--- src/rtl/control_fsm.sv ---
// control_fsm: multicycle RV32 control sequencer with an APB requester port; defining SYS_TRAP_EN adds the trap save/vector sequence
module control_fsm (
    input  logic       clk,
    input  logic       rst_n,
    input  logic [6:0] opcode,
    input  logic       branch_taken,
    input  logic       pready,
    output logic       psel,
    output logic       penable,
    output logic       pwrite,
    output logic       ir_we,
    output logic       pc_we,
    output logic       reg_we,
    output logic       microop_pc_zero,
    output logic       mem_access,
    output logic       mem_access_rdy,
    output logic       sys_load,
    output logic       sys_load_pc,
    output logic       store_alu,
    output logic       immediate,
    output logic       alu_rs1,
    output logic       alu_imm_i,
    output logic       lui_flag,
    output logic       jal_flag,
    output logic       load_jalr,
    output logic       load_pc,
    output logic       load_branch
);
    localparam logic [6:0] OP_R     = 7'b0110011;
    localparam logic [6:0] OP_I     = 7'b0010011;
    localparam logic [6:0] OP_LUI   = 7'b0110111;
    localparam logic [6:0] OP_AUIPC = 7'b0010111;
    localparam logic [6:0] OP_JAL   = 7'b1101111;
    localparam logic [6:0] OP_JALR  = 7'b1100111;
    localparam logic [6:0] OP_BR    = 7'b1100011;
    localparam logic [6:0] OP_LD    = 7'b0000011;
    localparam logic [6:0] OP_ST    = 7'b0100011;
    typedef enum logic [3:0] {
        FETCH_SETUP, FETCH_ACCESS, EXECUTE, MEM_SETUP, MEM_ACCESS
`ifdef SYS_TRAP_EN
        , TRAP_SAVE_SETUP, TRAP_SAVE_ACCESS, TRAP_VEC_SETUP, TRAP_VEC_ACCESS, TRAP_LOAD
`endif
    } state_t;
    state_t state;
    logic op_r, op_i, op_lui, op_jal, op_jalr, op_br, op_ld, op_st;
    logic s_fs, s_fa, s_ex, s_ms, s_ma;
    logic s_tss, s_tsa, s_tvs, s_tva, s_tl;
    assign op_r    = opcode == OP_R;
    assign op_i    = opcode == OP_I;
    assign op_lui  = opcode == OP_LUI || opcode == OP_AUIPC;
    assign op_jal  = opcode == OP_JAL;
    assign op_jalr = opcode == OP_JALR;
    assign op_br   = opcode == OP_BR;
    assign op_ld   = opcode == OP_LD;
    assign op_st   = opcode == OP_ST;
    // state decodes are qualified by rst_n so every output drops to 0 the moment reset asserts
    assign s_fs = rst_n && state == FETCH_SETUP;
    assign s_fa = rst_n && state == FETCH_ACCESS;
    assign s_ex = rst_n && state == EXECUTE;
    assign s_ms = rst_n && state == MEM_SETUP;
    assign s_ma = rst_n && state == MEM_ACCESS;
`ifdef SYS_TRAP_EN
    logic known;
    assign known = op_r || op_i || op_lui || op_jal || op_jalr || op_br || op_ld || op_st;
    assign s_tss = rst_n && state == TRAP_SAVE_SETUP;
    assign s_tsa = rst_n && state == TRAP_SAVE_ACCESS;
    assign s_tvs = rst_n && state == TRAP_VEC_SETUP;
    assign s_tva = rst_n && state == TRAP_VEC_ACCESS;
    assign s_tl  = rst_n && state == TRAP_LOAD;
`else
    assign s_tss = 1'b0;
    assign s_tsa = 1'b0;
    assign s_tvs = 1'b0;
    assign s_tva = 1'b0;
    assign s_tl  = 1'b0;
`endif
    always_ff @(posedge clk or negedge rst_n) begin
        if (!rst_n) begin
            state <= FETCH_SETUP;
        end else begin
            case (state)
                FETCH_SETUP:      state <= FETCH_ACCESS;
                FETCH_ACCESS:     state <= pready ? EXECUTE : FETCH_ACCESS;
`ifdef SYS_TRAP_EN
                EXECUTE:          state <= (op_ld || op_st) ? MEM_SETUP : !known ? TRAP_SAVE_SETUP : FETCH_SETUP;
                TRAP_SAVE_SETUP:  state <= TRAP_SAVE_ACCESS;
                TRAP_SAVE_ACCESS: state <= pready ? TRAP_VEC_SETUP : TRAP_SAVE_ACCESS;
                TRAP_VEC_SETUP:   state <= TRAP_VEC_ACCESS;
                TRAP_VEC_ACCESS:  state <= pready ? TRAP_LOAD : TRAP_VEC_ACCESS;
                TRAP_LOAD:        state <= FETCH_SETUP;
`else
                EXECUTE:          state <= (op_ld || op_st) ? MEM_SETUP : FETCH_SETUP;
`endif
                MEM_SETUP:        state <= MEM_ACCESS;
                MEM_ACCESS:       state <= pready ? FETCH_SETUP : MEM_ACCESS;
                default:          state <= FETCH_SETUP;
            endcase
        end
    end
    assign psel            = s_fs | s_fa | s_ms | s_ma | s_tss | s_tsa | s_tvs | s_tva;
    assign penable         = s_fa | s_ma | s_tsa | s_tva;
    assign pwrite          = ((s_ms | s_ma) & op_st) | s_tss | s_tsa;
    assign microop_pc_zero = s_fs | s_fa;
    assign mem_access      = s_ms | s_ma;
    assign mem_access_rdy  = s_ma & pready & op_ld;
    assign ir_we           = (s_fa | s_tva) & pready;
    assign pc_we           = (s_fa & pready) | (s_ex & (op_jal | op_jalr | (op_br & branch_taken))) | s_tl;
    assign reg_we          = (s_ex & (op_r | op_i | op_lui | op_jal | op_jalr)) | mem_access_rdy;
    assign sys_load        = s_tss | s_tsa | s_tvs | s_tva;
    assign sys_load_pc     = s_tl;
    assign store_alu       = s_ex & (op_r | op_i);
    assign immediate       = s_ex & op_i;
    assign alu_rs1         = s_ex & (op_r | op_br);
    assign alu_imm_i       = s_ex & (op_i | op_jalr);
    assign lui_flag        = s_ex & op_lui;
    assign jal_flag        = s_ex & op_jal;
    assign load_jalr       = s_ex & op_jalr;
    assign load_pc         = s_ex & op_jalr;
    assign load_branch     = s_ex & op_br & branch_taken;
endmodule

--- config.mk ---
export PLATFORM = sky130hd
export DESIGN_NAME = control_fsm
export DESIGN_NICKNAME = d
export VERILOG_FILES = /design/src/rtl/control_fsm.sv
export SDC_FILE = /design/constraint.sdc
export NUM_CORES = 1
export LEC_CHECK = 0
export CORE_MARGIN = 2
export CORE_UTILIZATION = 25
export DETAILED_ROUTE_END_ITERATION = 12
export GPL_ROUTABILITY_DRIVEN = 0
export PLACE_DENSITY = 0.74
export SKIP_CTS_REPAIR_TIMING = 1
export SLEW_MARGIN = 20
export SYNTH_ARGS = -nofsm -noshare
export SYNTH_HDL_FRONTEND = slang
export SYNTH_SLANG_ARGS = --single-unit
--- constraint.sdc ---
create_clock -name clk -period 1.4 [get_ports clk]
set_input_delay 0.14 -clock clk [delete_from_list [all_inputs] [get_ports clk]]
set_output_delay 0.14 -clock clk [all_outputs]
set_load 0.01 [all_outputs]
; ---- After elaboration in Yosys (flattened, before gate mapping)
; Cells that the tools add are included.
[totals]
in_bits = 11
elab_cells = 57
output_inout_bits = 20
ff_bits = 4
[op_classes]
muxes = 4
n_reduce_logical = 8
bitwise_logic = 31
eq_ne = 13
[op_table]
columns = cell, count
row1 = 7-bit by 6-bit equality test with 1-bit output (second input constant), 3
row2 = 7-bit equality test (second input constant), 3
row3 = 1-bit AND, 16
row4 = 1-bit bitwise OR, 15
row5 = 3-bit case mux with 5 select lines, 1
row6 = 7-bit by 5-bit equality test with 1-bit output (second input constant), 2
row7 = 4-bit by 2-bit equality test with 1-bit output (second input constant), 2
row8 = 7-bit by 2-bit equality test with 1-bit output (second input constant), 1
row9 = 1-bit logical AND, 5
row10 = 4-bit by 1-bit equality test with 1-bit output (second input constant), 1
row11 = 4-bit by 3-bit equality test with 1-bit output (second input constant), 1
row12 = 4-bit zero test, 1
row13 = 2-bit 2-to-1 mux, 2
row14 = 3-bit 2-to-1 mux, 1
row15 = 1-bit logical OR, 2

; ---- Logic depth before layout (Yosys ltp)
; Gate-level depths: netlist of the first run.
[depth]
word_depth = 7
mapped_depth = 5
ltp_nobuf = 3

; ---- Worst setup path after synthesis of the first run
; OpenSTA, ideal clock, no wires.
[synth_timing]
path_kind = reg-to-output
start = register state[0]
end = output port load_pc
t_required_ns = 1.260
setup_slack_ns = -0.194
t_arrival_ns = 1.454
path_buffers = 2
stages_incl_launch_ff = 6
cell_sequence = dfrtp_1 > buf_2 > and4bb_2 > nand3_2 > nor3_1 > buf_4
[synth_between]
elab_chain_cells = 3
[synth_lines]
columns = element, line_no
row1 = from (decl), 44  ; state_t state;
row2 = from (signal assigned), 83  ; FETCH_ACCESS: state <= pready ? EXECUTE : FETCH_ACCESS;
row3 = from (signal assigned), 92  ; EXECUTE: state <= (op_ld || op_st) ? MEM_SETUP : FETCH_SETUP;
row4 = from (signal assigned), 95  ; MEM_ACCESS: state <= pready ? FETCH_SETUP : MEM_ACCESS;
row5 = 4-bit by 2-bit equality test with 1-bit output, 59  ; assign s_ex = rst_n && state == EXECUTE;
row6 = 1-bit logical AND, 59
row7 = 1-bit AND, --
row8 = to (decl), 26  ; output logic load_pc,
; Every way passes these cells.

; ---- Final worst setup path of the first run
[layout_timing]
start = register state[2]
end = output port load_jalr
[layout_between]
elab_chain_cells = 3
[layout_lines]
columns = element, line_no
row1 = 4-bit by 2-bit equality test with 1-bit output, 59
row2 = 1-bit logical AND, 59
row3 = 1-bit AND, 117  ; assign load_jalr = s_ex & op_jalr;
row4 = to (decl), 25  ; output logic load_jalr,
; Every way passes these cells.

==> results of run 1 <==
-- cell families after synthesis --
kind of cell,share of synthesized area (%)
xor+xnor,4.17
buf+inv,10.4
flops,17.9
simple gates,52.4
other cells,0.892
compound gates,14.3
-- cell usage in the layout, fill, tap and decap left out, drive strengths merged, types with 2 or more instances in the layout --
cell and instances:
clkbuf 5, nand2 3, conb 2, and4bb 2, inv 3, nand4b 2
nand3 2, nor3 4, nand2b 2, buf 51, nand3b 3, dlymetal6s2s 2
dlygate4sd3 2, nor3b 2, dfrtp 3, nor2 4, or2 2, clkdlybuf4s50 8
-- how the worst max path moves through the flow --
stage          slack [ps]  cells after the start  startpoint         to
4_1_cts              -760                      5    state[0]    load_pc
2_1_floorplan         -50                      4    state[1]     pwrite
5_1_grt              -460                      5    state[0]     pwrite
6_report             -400                      6    state[2]  load_jalr
3_3_place_gp         -680                      5       rst_n   lui_flag
3_5_place_dp         -710                      5       rst_n   lui_flag
-- power by group --
part	switching [mW]	internal (mW)	total [mW]
Combinational	0.346	0.538	0.884
Sequential	0.0363	0.130	0.166
Clock	0.0558	0.107	0.163
Total	0.438	0.776	1.21
-- stage by stage --
stage	power, mW	instances	TNS [ps]	util (%)	cell area (um^2)
4_1_cts	0.910	122	-11690	60.1	926
3_5_place_dp	0.742	118	-10250	58.4	900
3_3_place_gp	0.730	118	-9600	58.4	900
5_1_grt	1.28	134	-5540	68.3	1050
6_report	1.21	134	-4520	68.3	1050
2_1_floorplan	0.439	55	-82.3	-	460
-- cell type report --
| cell class | instances | area (um^2) | area share [%] |
|---|---|---|---|
| multi-input cells | 44 | 398 | 37.8 |
| well taps | 16 | 20.0 | 1.90 |
| clock buffers | 4 | 26.3 | 2.50 |
| flip-flops and latches | 3 | 77.6 | 7.37 |
| repair buffers | 64 | 519 | 49.3 |
| inverters | 3 | 11.3 | 1.07 |
-- metal layers --
layer  global-route usage (%)  vias to the layer above  share of wire (%)
li1                         -                      322                  -
met1                     22.6                      323                 44
met2                     26.0                       20                 48
met3                     4.80                        5                4.9
met4                     8.82                        0                3.3
met5                        0                        -                  0
-- cells in the mapped netlist --
| library cell | count |
|---|---|
| o21a_1 | 1 |
| and3b_1 | 1 |
| nor3_1 | 4 |
| or3_1 | 1 |
| o21ai_0 | 1 |
| o31a_1 | 1 |
| o211ai_1 | 1 |
| nand4_1 | 1 |
| nand4b_1 | 2 |
| nor4b_2 | 1 |
| a21boi_2 | 1 |
| xor2_1 | 1 |
| conb_1 | 1 |
| nand3_2 | 1 |
| and4_1 | 1 |
| nand3_1 | 1 |
| buf_4 | 3 |
| nor3b_1 | 2 |
| or2_2 | 2 |
| inv_1 | 3 |
| nand2_1 | 3 |
| a21oi_1 | 1 |
| and4bb_2 | 2 |
| dfrtp_1 | 3 |
| nand3b_1 | 3 |
| a221oi_1 | 1 |
| buf_2 | 2 |
| nand2b_1 | 2 |
| nor2_1 | 4 |
| xnor2_1 | 1 |
| o22ai_1 | 1 |
| or3b_1 | 1 |
==> results.tsv, run 1 <==
metric	value	unit
cts-buffers-inserted	3	
crit_type	flop to output port	
powerDensity	1150	mW/mm^2
hold_path_class	input pin to async pin	
violations	setup timing	
grt_remaining_overflow	0	
dr_total_vias	670	
antenna_found_initial	0	
io_pins	31	
viasPerCell	5.00	
top_register	state	
fin_ws	-397	ps
finalHoldWorstSlack	320	ps
path_clk_slew	40	ps
cp_data_required_time	1260	ps
track_usage	17.4	%
reg2reg_from	state[1]	
fin_nets	130	
num-fill-cells	116	
grt_max_degree	7	
synth_top_area_share	17.9	%
crit_path_end_kind	output port	
avgSynthCellArea	7.79	um^2
drt_wl_total	1990	um
synth.area.top_cells	dfrtp_1 18%, and4bb_2 6.0%, buf_4 5.4%	
drive_gt1_share	66.1	%
area_growth	150	%
reg2reg_to	state[0]	
path_delay_family	simple AND/OR/NAND/NOR gates	
synth_cell_types	32	
port_buffers	28	
rsz0062_at_grt	yes	
fmax	0.557	GHz
crit_chain	and4bb_2, buf_6, nand3_4, buf_6, nor3_4, buf_2	
cp.arrival	1660	ps
fp.dieArea	0.00203	mm^2
hold_violations	0	
power.leakage	0.526	nW
htree_levels	1	
tritoncts	yes	
grt_pass1_vias	558	
row_count	14	
yosys.area.top_type	dfrtp_1	
cts_buffer_depth	2	
diodes	0	
synthCells	54	
dp_hpwl	1210	um
critPathBufInv	3	
yosysSeqAreaShare	17.9	%
r2r_cells	4	
die_h	45.0	um
max_stage_delay	420	ps
die_x	45.0	um
insertion_delay	250	ps
drtIter0Drc	4	
detail-route-antenna-nets	0	
crit_fanout	6	
netlist_area	420	um^2
crit_top_cell	buf_6	
status	finished with violations	
drcViolationCount	0	
first_pass_iters	4	
root_buffer	clkbuf_4	
cp-start-kind	flop	
drv_slew	0	
ff2ff_setup_slack	70	ps
largest_reg_flops	3	
post-route-min-period	1800	ps
clkSinkCount	3	
post-route-period-util	128	%
synth-seq-cells	3	
drv_cap	0	
largestRegisters	state x3	
ir_drop	0.000742	V
ys_warn_count	0	
wire_per_inst	14.8	um
finClkSkew	1.76	ps
grt_first_pass_wirelength	2530	um
finalSetupViolCount	18	
core	0.00154	mm^2
cpMaxStageDelayCell	dfrtp_2	
dp_slack	-713	ps
start_util	27.3	%
(Power assumes the default switching activity.)
==> inputs of run 2 (changes only) <==
DONT_BUFFER_PORTS = 1   (was unset)
PLACE_DENSITY = 0.5   (was 0.74)
==> results.tsv, run 2 (same netlist as run 1, synthesis figures left out) <==
metric	value	unit
status	finished with violations	
violations	setup timing	
crit_end	reg_we	
area_growth	46.1	%
power.leakage	0.241	nW
dr_total_vias	482	
post-route-min-period	1610	ps
reg2reg_to	state[0]	
largest_reg_flops	3	
r2r_cells	3	
wire_per_inst	15.5	um
fin_nets	78	
viasPerCell	5.88	
track_usage	12.1	%
diodes	0	
finClkSkew	4.36	ps
ir_drop	0.000723	V
drive_gt1_share	50.0	%
htree_levels	1	
cp_data_required_time	1260	ps
grt_first_pass_wirelength	1790	um
powerDensity	1180	mW/mm^2
drt_wl_total	1270	um
crit_start	state[0]	
root_buffer	clkbuf_4	
finalSetupViolCount	15	
io_pins	31	
grt_pass1_vias	415	
grt_max_degree	9	
reg2reg_from	state[1]	
port_buffers	0	
drv_cap	0	
fin_cells	82	
post-route-period-util	115	%
cp.arrival	1470	ps
fp.dieArea	0.00203	mm^2
placed_cells	75	
path_clk_slew	40	ps
ff2ff_setup_slack	210	ps
hold_path_class	input pin to flop	
core	0.00154	mm^2
rsz0062_at_grt	yes	
drtIter0Drc	6	
crit_path_end_kind	output port	
tritoncts	yes	
insertion_delay	230	ps
dp_hpwl	939	um
row_count	14	
start_util	27.3	%
cp-start-kind	flop	
fin_ws	-205	ps
crit_type	flop to output port	
cts-buffers-inserted	3	
cts_buffer_depth	2	
drcViolationCount	0	
clkSinkCount	3	
dp_slack	7.61	ps
die_h	45.0	um
detail-route-antenna-nets	0	
hold_violations	0	
top_register	state	
power	0.727	mW
largestRegisters	state x3	
fmax	0.623	GHz
grt_remaining_overflow	0	
crit_fanout	4	
antenna_found_initial	0	
die_x	45.0	um
first_pass_iters	4	
final_common_cell	buf_4	
drv_slew	0	
[run 2: how the worst min path moves through the flow]
stage	from	to	cells after the start	slack (ps)
after floorplan	rst_n	state[0]	0	-160
after global placement	rst_n	state[0]	0	-160
after detailed placement	rst_n	state[1]	0	-160
after CTS	rst_n	state[0]	0	-390
after global routing	pready	state[1]	2	90
final	pready	state[1]	2	100
[run 2: routing by layer]
| layer | up-vias | global-route usage [%] | part of all wire [%] |
|---|---|---|---|
| li1 | 218 | - | - |
| met1 | 231 | 15.4 | 43 |
| met2 | 25 | 18.9 | 47 |
| met3 | 8 | 4.00 | 7.8 |
| met4 | 0 | 4.71 | 2.5 |
| met5 | - | 0 | 0 |
[run 2: area by class of cell]
class | count | area (um^2)
Clock buffer | 4 | 26.3
Fill cell | 150 | 927
Tap cell | 16 | 20.0
Multi-Input combinational cell | 44 | 385
Timing Repair Buffer | 12 | 96.3
Inverter | 3 | 11.3
Sequential cell | 3 | 75.1
[run 2: metrics by stage]
step,hold WS (ps),utilization (%),TNS (ps),area [um^2]
floorplan,-156,-,-82.3,460
finish,104,39.9,-2040,614
CTS,-394,34.6,-2200,533
global route,92.5,39.9,-3040,614
global placement,-155,32.9,0,507
detailed placement,-155,32.9,0,507
[run 2: worst max-delay path: stages (launching register included)]
cell,delay [ps]
dfrtp_1,390
nand2b_1,170
or3_4,390
o22ai_1,290
[run 2: power by group]
part / switching, mW / total, mW / internal, mW
Sequential: 0.0307 / 0.155 / 0.125
Combinational: 0.201 / 0.422 / 0.221
Clock: 0.0425 / 0.149 / 0.107
Total: 0.275 / 0.727 / 0.452
